$ cat config.mk
export PLATFORM = sky130hd
export DESIGN_NAME = mux_nx1_rr
export DESIGN_NICKNAME = d
export VERILOG_FILES = /design/src/rtl/mux_nx1_rr.sv
export SDC_FILE = /design/constraint.sdc
export NUM_CORES = 1
export LEC_CHECK = 0
export CELL_PAD_IN_SITES_DETAIL_PLACEMENT = 2
export CELL_PAD_IN_SITES_GLOBAL_PLACEMENT = 2
export CORE_MARGIN = 3
export CORE_UTILIZATION = 21
export DETAILED_ROUTE_END_ITERATION = 10
export GPL_TIMING_DRIVEN = 0
export PLACE_DENSITY_LB_ADDON = 0.3
export SYNTH_ARGS = -nofsm -noshare
export SYNTH_HDL_FRONTEND = slang
export SYNTH_SLANG_ARGS = --single-unit
$ cat constraint.sdc
create_clock -name clk -period 3.9 [get_ports clk]
set_input_delay 1.17 -clock clk [delete_from_list [all_inputs] [get_ports clk]]
set_output_delay 1.17 -clock clk [all_outputs]
set_load 0.05 [all_outputs]
$ cat src/rtl/mux_nx1_rr.sv
// mux_nx1_rr: N-channel registered multiplexer with valid/ready handshakes.
// mode=0 passes the channel chosen by sel. mode=1 arbitrates round-robin
// across the valid channels. One output register stage gives one-cycle
// latency and full throughput. When the register drains and reloads on the
// same edge, no bubble is inserted.
module mux_nx1_rr #(
    parameter  int WIDTH    = 8,
    parameter  int CHANNELS = 4,
    localparam int SEL_W    = $clog2(CHANNELS)
) (
    input  logic                      clk,
    input  logic                      rst_n,
    input  logic [CHANNELS*WIDTH-1:0] in_data,
    input  logic [CHANNELS-1:0]       in_valid,
    output logic [CHANNELS-1:0]       in_ready,
    input  logic                      mode,
    input  logic [SEL_W-1:0]          sel,
    output logic [WIDTH-1:0]          out_data,
    output logic                      out_valid,
    output logic [SEL_W-1:0]          out_chan,
    input  logic                      out_ready
);

    logic [WIDTH-1:0]    out_data_r;
    logic                out_valid_r;
    logic [SEL_W-1:0]    out_chan_r;
    logic [SEL_W-1:0]    last_grant_r;

    logic                load_en_s;
    logic                grant_vld_s;
    logic [SEL_W-1:0]    grant_idx_s;
    logic [CHANNELS-1:0] grant_oh_s;
    logic [WIDTH-1:0]    grant_data_s;

    // The register can take a new word when it is empty or its word leaves this edge.
    assign load_en_s = ~out_valid_r | out_ready;

    // Pick the granted channel.
    // In fixed mode, a sel value outside the channel range matches no channel.
    // In round-robin mode, the search starts one channel after the last grant.
    always_comb begin
        logic [SEL_W-1:0] cand_v;
        grant_vld_s = 1'b0;
        grant_idx_s = '0;
        cand_v      = '0;
        if (mode == 1'b0) begin
            for (int k = 0; k < CHANNELS; k++) begin
                if ((sel == SEL_W'(k)) && in_valid[k]) begin
                    grant_vld_s = 1'b1;
                    grant_idx_s = SEL_W'(k);
                end else begin
                    grant_vld_s = grant_vld_s;
                end
            end
        end else begin
            for (int off = 1; off <= CHANNELS; off++) begin
                cand_v = SEL_W'((int'(last_grant_r) + off) % CHANNELS);
                if (!grant_vld_s && in_valid[cand_v]) begin
                    grant_vld_s = 1'b1;
                    grant_idx_s = cand_v;
                end else begin
                    grant_vld_s = grant_vld_s;
                end
            end
        end
    end

    // Expand the grant into a one-hot vector and select the granted data word.
    always_comb begin
        grant_oh_s   = '0;
        grant_data_s = '0;
        for (int k = 0; k < CHANNELS; k++) begin
            if (grant_vld_s && (grant_idx_s == SEL_W'(k))) begin
                grant_oh_s[k] = 1'b1;
                grant_data_s  = in_data[k*WIDTH +: WIDTH];
            end else begin
                grant_oh_s[k] = 1'b0;
            end
        end
    end

    // Ready goes only to the granted channel, and only while the register can load.
    // Ready does not depend on the data path.
    always_comb begin
        if (load_en_s) begin
            in_ready = grant_oh_s;
        end else begin
            in_ready = '0;
        end
    end

    // Output register and round-robin pointer.
    // The pointer starts at the last channel, so the first search begins at channel 0.
    always_ff @(posedge clk or negedge rst_n) begin
        if (!rst_n) begin
            out_data_r   <= '0;
            out_valid_r  <= 1'b0;
            out_chan_r   <= '0;
            last_grant_r <= SEL_W'(CHANNELS - 1);
        end else if (load_en_s) begin
            if (grant_vld_s) begin
                out_data_r  <= grant_data_s;
                out_chan_r  <= grant_idx_s;
                out_valid_r <= 1'b1;
                if (mode == 1'b1) begin
                    last_grant_r <= grant_idx_s;
                end else begin
                    last_grant_r <= last_grant_r;
                end
            end else begin
                out_valid_r <= 1'b0;
            end
        end else begin
            out_data_r  <= out_data_r;
            out_valid_r <= out_valid_r;
            out_chan_r  <= out_chan_r;
        end
    end

    assign out_data  = out_data_r;
    assign out_valid = out_valid_r;
    assign out_chan  = out_chan_r;

endmodule

==> summary.md, run 1 <==
| Metric | Value |
|---|---|
| Outcome | finished clean |
| Total power | 777 µW |
| H-tree levels | 1 |
| RSZ-0062 raised after global routing | true |
| Post-synthesis compound-gate area fraction | 0.287 |
| Worst Path Required | 2730 ps |
| Sequential cell area | 328 µm² |
| Starting Density | 0.226 |
| Max-Cap Viols | 0 |
| GRT Util Overall | 0.146 |
| Initial DRC Count | 41 |
| WS Path Type | in2out |
| WL/cell | roughly 16 µm |
| Top sig layer | met4 |
| Min-delay src | out_data[7] |
| Most frequent cells in the layout | 45 x clkdlybuf4s50_1, 14 x nand2_1, 11 x mux2i_1, 11 x dfrtp_1 |
| Worst setup SP type | input pin |
| Routed via count | 1099 |
| WP data arrival | ~2700 ps |
| Worst-path cell chain | clkbuf_4 > o41ai_4 > o21ai_1 > o31a_1 > or3_4 > nor2_2 > buf_6 |
| Fin Hold WS | between 400 and 500 ps |
| Worst relative slew slack | 0.572 |
| Worst Max-Slew Pin Slew | about 640 ps |
| Post-Synth XOR/XNOR Area | 0 |
| Syn Area/Cell | 9.87 µm² |
| Flop2flop setup slack | 1460 ps |
| CP Max Fanout | 8 |
| Post-Synthesis Cells | 104 |
| Fmax | roughly 260 MHz |
| Final period util | 0.978 |
| Ports | 57 |
| Clock slew at reported path FFs | about 60 ps |
| Avg Vias per Cell | between 4 and 5 |
| Min-Delay Path Depth | 2 |
| Min cycle time layout | 3820 ps |
| FILL cells | 484 |
| Sum Neg Setup Slack | 0 ps |
| Slowest-stage cell, CP | o41ai_4 |
| DRC errors left | 0 |
| Met2 WL | 1940 µm |
| Syn Nets | 146 |
| Final setup viols | 0 |
| Slowest stage delay, CP | 380 ps |
| Hold Path End | out_data[7] |
| CTS tree | yes |
| Initial antenna violation count | 0 |
| Clock Skew | 0.823 ps |
| Peak supply drop | about 0.25 mV |
| Vias in the first global route | 1278 |
| Post-detail-place hpwl | 2970 µm |
| DR WL met3 | 262 µm |
| CTS sink count | 13 |
| Seq/Total Area, Yosys | 0.320 |
| Root buffer cell | clkbuf_8 |
| Gr ovfl total | 0 |
| Hold Crit Class | reg2reg |
| Static leakage | 0.000711 µW |
| Max-slew violations | 0 |
| Site Rows | 24 |
| Crit path max-delay family | compound AO/OA/AOI/OAI gates |
| Clk_lat worst skew | 240 ps |
| Initial DRT Pass Iterations | 4 |
| DRT antenna net count | 0 |
| Die width | 75.9 µm |
| Adder-cell share of the synthesized area | 0 |
| CP Buf/Inv Count | 2 |
| Reg-to-Reg Start | last_grant_r[1] |
| Reg-to-reg critical path endpoint | out_data[2] |
| Antenna cell count | 0 |
| Critical Path End Type | primary output |
| FF-to-FF path depth | 8 |
| Final #Nets | 210 |
| Core Area | 4530 µm² |
| Layout cells sized above 1 | 0.275 |
| Main combinational cell family by area after synthesis | compound AO/OA/AOI/OAI gates |
| DRT met1 WL | approximately 1500 µm |
| First-pass GRT wire length | 6310 µm |
| Area grow syn2layout | 70.5% |
| Deepest clock path buffer count | 2 |
| CTS Buf Count | 3 |
| Yosys reg bits | 13 |
| Mapped Area | 1030 µm² |
| Cell area power density | 444 nW/µm² |
| Total Routed Length | 3770 µm |
| Die ar. | 5760 µm² |
| GP Congestion | 0.739 |
| Yosys cell types | 36 |
| Final Hold Viols | 0 |
| Yosys warns | 0 |
| Most common cell after layout, fill and taps aside | clkdlybuf4s50_1 |
| Vert. Die Dim | about 76 µm |
| PortBufs | between 50 and 60 |
| Largest net degree at the start of global routing | 14 |
| Simple-Gate Fraction of Synth Area | 0.200 |
| Multi-input logic area | 682 µm² |
| Mux share of post-synthesis cell area | 0.146 |
==> stage by stage <==
step                std cells  instance area, µm²   util  setup slack, ps
floorplan                 104                1030      -             -209
global placement          225                1670  0.368            -1330
detailed placement        225                1670  0.368            -1370
CTS                       232                1740  0.383            -10.6
global route              232                1750  0.386            -4.56
finish                    232                1750  0.386             84.0
==> registers in the layout, indices dropped and copies added, names as in the netlist <==
signal and cells:
out_chan 2, last_grant_r 2, out_valid 1, out_data 8
==> per-layer routing <==
metal | vias to the layer above | global-route usage
li1 | 521 | -
met1 | 533 | 0.168
met2 | 41 | 0.260
met3 | 4 | 0.0343
met4 | 0 | 0.0524
met5 | - | 0
==> cell families (layout without fill, tap and decap cells) <==
logic type / count (synthesis) / in the layout
flip-flops: 13 / 13
AND/OR/NAND/NOR: 38 / 38
buffers and inverters: 8 / 71
AO/OA/AOI/OAI: 31 / 31
multiplexers: 14 / 14
==> cells in the mapped netlist, drive strengths merged <==
| cell type | n | share of area |
|---|---|---|
| buf | 5 | 0.035 |
| or3 | 2 | 0.012 |
| a41o | 1 | 0.0098 |
| mux2 | 2 | 0.026 |
| or2 | 2 | 0.012 |
| a22oi | 8 | 0.059 |
| o21a | 1 | 0.0073 |
| nor3b | 3 | 0.032 |
| nand2 | 14 | 0.051 |
| nor2 | 8 | 0.029 |
| o41ai | 1 | 0.016 |
| dfrtp | 11 | 0.27 |
| mux2i | 12 | 0.12 |
| a21oi | 3 | 0.015 |
| o21ai | 3 | 0.015 |
| clkbuf | 1 | 0.0049 |
| o221ai | 8 | 0.12 |
| inv | 2 | 0.0073 |
| nand2b | 5 | 0.038 |
| dfstp | 2 | 0.051 |
| nand3b | 1 | 0.0073 |
| o221a | 1 | 0.011 |
| a22o | 1 | 0.0085 |
| and3 | 2 | 0.012 |
| o31ai | 1 | 0.0073 |
| a21boi | 1 | 0.0073 |
| o31a | 1 | 0.0085 |
| nor2b | 1 | 0.0061 |
| o22ai | 1 | 0.0061 |
==> power breakdown <==
part           leakage (µW)  total (µW)  internal, µW  switching (µW)
registers          0.000159         194           175            19.3
logic              0.000529         461           187             274
clock network     0.0000228         122          72.3            50.0
==> cell type report <==
| type | instances | share of cell area |
|---|---|---|
| multi-input cells | 83 | 0.390 |
| repair buffers | 59 | 0.318 |
| flip-flops and latches | 13 | 0.187 |
| well taps | 65 | 0.0465 |
| plain buffers | 6 | 0.0279 |
| clock buffers | 4 | 0.0258 |
| inverters | 2 | 0.00429 |
==> how the worst max path moves through the flow <==
stage                      startpoint          end  slack [ps]  cells after the start
after floorplan           in_valid[0]  in_ready[0]        -210                      5
after global placement    in_valid[3]  in_ready[1]       -1330                      7
after detailed placement  in_valid[3]  in_ready[1]       -1370                      7
after CTS                      sel[1]  in_ready[2]         -10                      7
after global routing      in_valid[3]  in_ready[2]          -5                      7
final                     in_valid[3]  in_ready[2]          80                      7
==> worst reg2reg max path, delay by kind of cell, from the launching register on <==
kind            cells  cell delay [ps]
mux                 1              200
simple gates        1              490
compound gates      4              810
flops               1              510
buf+inv             2              340
==> timing repair <==
item | CTS | global route
pin swaps | 2 | 3
resized for setup | 54 | 12
hold buffers | 0 | 0
buffers inserted | 3 | 0
setup endpoints to repair | 4 | 4
Note: power is estimated with default switching activity, not from simulation.
==> run 2: changes to the inputs <==
CORE_UTILIZATION = 23   (was 21)
clock period = 4.7 ns   (was 3.9 ns; I/O delays follow)
==> run 2 against run 1 <==
Against the previous run: wire length is 1.8% lower; combinational power fell by 19%; clock power decreased by 16%; critical path type unchanged.
==> summary.md, run 2 (synthesis gave the netlist of run 1 again) <==
| Metric | Value |
|---|---|
| CTS sink count | 13 (unchanged) |
| Total Routed Length | 3710 µm (-1.8%) |
| Clock slew at reported path FFs | 60 ps (about the same) |
| GRT Util Overall | 0.151 (+0.00552) |
| Max reg flops | 8 (unchanged) |
| FF-to-FF path depth | 8 (unchanged) |
| CP Max Fanout | 6 (-2) |
| Clock Skew | 1.03 ps (+0.205 ps) |
| Avg Vias per Cell | 4.95 (+4.6%) |
| Slowest-stage cell, CP | or3_1 |
| Deepest clock path buffer count | 2 (unchanged) |
| Starting Density | 0.248 (+0.0213) |
| Worst Path Required | 3290 ps (+560 ps) |
| Slowest stage delay, CP | 400 ps (+20 ps) |
| CTS tree | yes |
| Vias in the first global route | 1277 (-0.078%) |
| Layout cells sized above 1 | 0.222 (-0.0539) |
| Final worst slack | 98.9 ps (+14.8 ps) |
| Worst relative slew slack | 0.579 (+0.00678) |
| Largest net degree at the start of global routing | 14 (unchanged) |
| Pre-CTS setup slack | -1060 ps (+317 ps) |
| GP Congestion | 0.706 (-4.4%) |
| Final #Nets | 210 (unchanged) |
| DRT antenna net count | 0 (unchanged) |
| Site Rows | 23 (-4.2%) |
| Ports | 57 (unchanged) |
| Gr ovfl total | 0 (unchanged) |
| Hold Path End | out_data[6] |
| Routed via count | 1075 (-2.2%) |
| Initial DRT Pass Iterations | 4 (unchanged) |
| Reg-to-reg critical path endpoint | out_data[5] |
| Clk_lat worst skew | 240 ps (about the same) |
| Flop2flop setup slack | 2340 ps (+880 ps) |
| Fmax | 217 MHz |
| Cell area power density | 374 nW/µm² (-16%) |
| Worst setup SP type | input pin |
| Worst Max-Slew Pin Slew | 630 ps (-10.1 ps) |
| Static leakage | 0.000720 µW (+1.3%) |
| Antenna cell count | 0 (unchanged) |
| Critical Path End Type | primary output |
| Post-detail-place hpwl | 3010 µm (+1.1%) |
| Most frequent cells in the layout | 45 x clkdlybuf4s50_1, 14 x nand2_1, 11 x mux2i_1, 11 x dfrtp_1 |
| Core Area | 4140 µm² (-8.6%) |
| WP data arrival | 3190 ps (+540 ps) |
| Final Hold Viols | 0 (unchanged) |
| Initial DRC Count | 12 (-71%) |
| Initial antenna violation count | 0 (unchanged) |
| PortBufs | 56 (unchanged) |
| First-pass GRT wire length | 6180 µm (-2.0%) |
| Min-delay src | out_data[6] |
| RSZ-0062 raised after global routing | false |
| Max-slew violations | 0 (unchanged) |
| Outcome | finished clean |
| H-tree levels | 1 (unchanged) |
| Sum Neg Setup Slack | 0 ps (unchanged) |
| Hold Crit Class | reg2reg |
| DRC errors left | 0 (unchanged) |
| Most common cell after layout, fill and taps aside | clkdlybuf4s50_1 |
| CTS Buf Count | 3 (unchanged) |
| Root buffer cell | clkbuf_8 |
| Die width | 72.8 µm (-4.1%) |
| WS Path Type | in2out |
| Die ar. | 5300 µm² (-8.0%) |
| Reg-to-Reg Start | last_grant_r[1] |
| Final period util | 0.979 |
| Area grow syn2layout | 66.5% |
| WL/cell | 17.1 µm (+5.0%) |
| Max-Cap Viols | 0 (unchanged) |
| Peak supply drop | 0.125 mV (-49%) |
| Vert. Die Dim | 72.8 µm (-4.1%) |
| Final setup viols | 0 (unchanged) |
| Min cycle time layout | ~4600 ps |
| Worst-path cell chain | dlygate4sd2_1 > o41ai_4 > o21ai_0 > o31a_1 > or3_1 > nor2_1 > buf_6 |
| Min-Delay Path Depth | 2 (unchanged) |
| Post-CTS Hold Fix Bufs | 0 (unchanged) |
==> run 2: cell count changes in the layout (fill, tap and decap cells not counted), moves of 2 or more <==
cell	change
clkbuf_4	-4
dlygate4sd2_1	+4
nor2_1	+3
buf_6	-2
nor2_2	-3
buf_4	+2
==> run 2: how the worst max path moves through the flow <==
stage | start | slack [ps] | end | depth (start not counted)
CTS | sel[0] | 10 | in_ready[3] | 7
finish | in_valid[1] | 100 | in_ready[2] | 7
floorplan | in_valid[0] | 110 | in_ready[0] | 5
global placement | in_valid[2] | -1000 | in_ready[3] | 7
detailed placement | in_valid[2] | -1060 | in_ready[1] | 7
global route | in_valid[1] | 30 | in_ready[0] | 7
==> run 2: what timing repair did <==
| action | CTS | global route |
|---|---|---|
| pin swaps | 2 | 0 |
| setup buffers | 3 | 0 |
| endpoints found under the setup margin | 4 | 4 |
| gates resized for setup | 32 | 5 |
==> run 2: power breakdown <==
part / leakage, µW / switching (µW) / total [µW] / internal [µW]
Combinational: 0.000538 / 225 / 375 / 150
Sequential: 0.000159 / 15.8 / 161 / 145
Clock: 0.0000228 / 43.5 / 103 / 59.9
Total: 0.000720 / 284 / 639 / 355
==> run 2: critical path: cells and delay by family <==
family | cells | cell delay (ps)
AND/OR/NAND/NOR | 2 | 550
buffers and inverters | 2 | 510
AO/OA/AOI/OAI | 3 | 710
==> run 2: area by class of cell <==
cell class / count / area, µm²
fillers: 446 / 2440
multi-input cells: 83 / 661
repair buffers: 59 / 559
flip-flops and latches: 13 / 328
well taps: 50 / 62.6
clock buffers: 4 / 45.0
plain buffers: 6 / 45.0
inverters: 2 / 7.51
==> run 2: per-layer routing <==
| metal | global-route usage | part of all wire |
|---|---|---|
| met1 | 0.164 | 0.39 |
| met2 | 0.280 | 0.52 |
| met3 | 0.0523 | 0.082 |
| met4 | 0.0369 | 0.0046 |
| met5 | 0 | 0 |
==> run 2: through the flow <==
step	util	instances	hold slack, ps	cell area (µm²)	power (µW)
6_report	0.412	217	492	1710	639
5_1_grt	0.412	217	536	1710	681
4_1_cts	0.413	217	495	1710	647
3_5_place_dp	0.398	210	482	1650	539
3_3_place_gp	0.398	210	475	1650	526
2_1_floorplan	-	104	630	1030	396
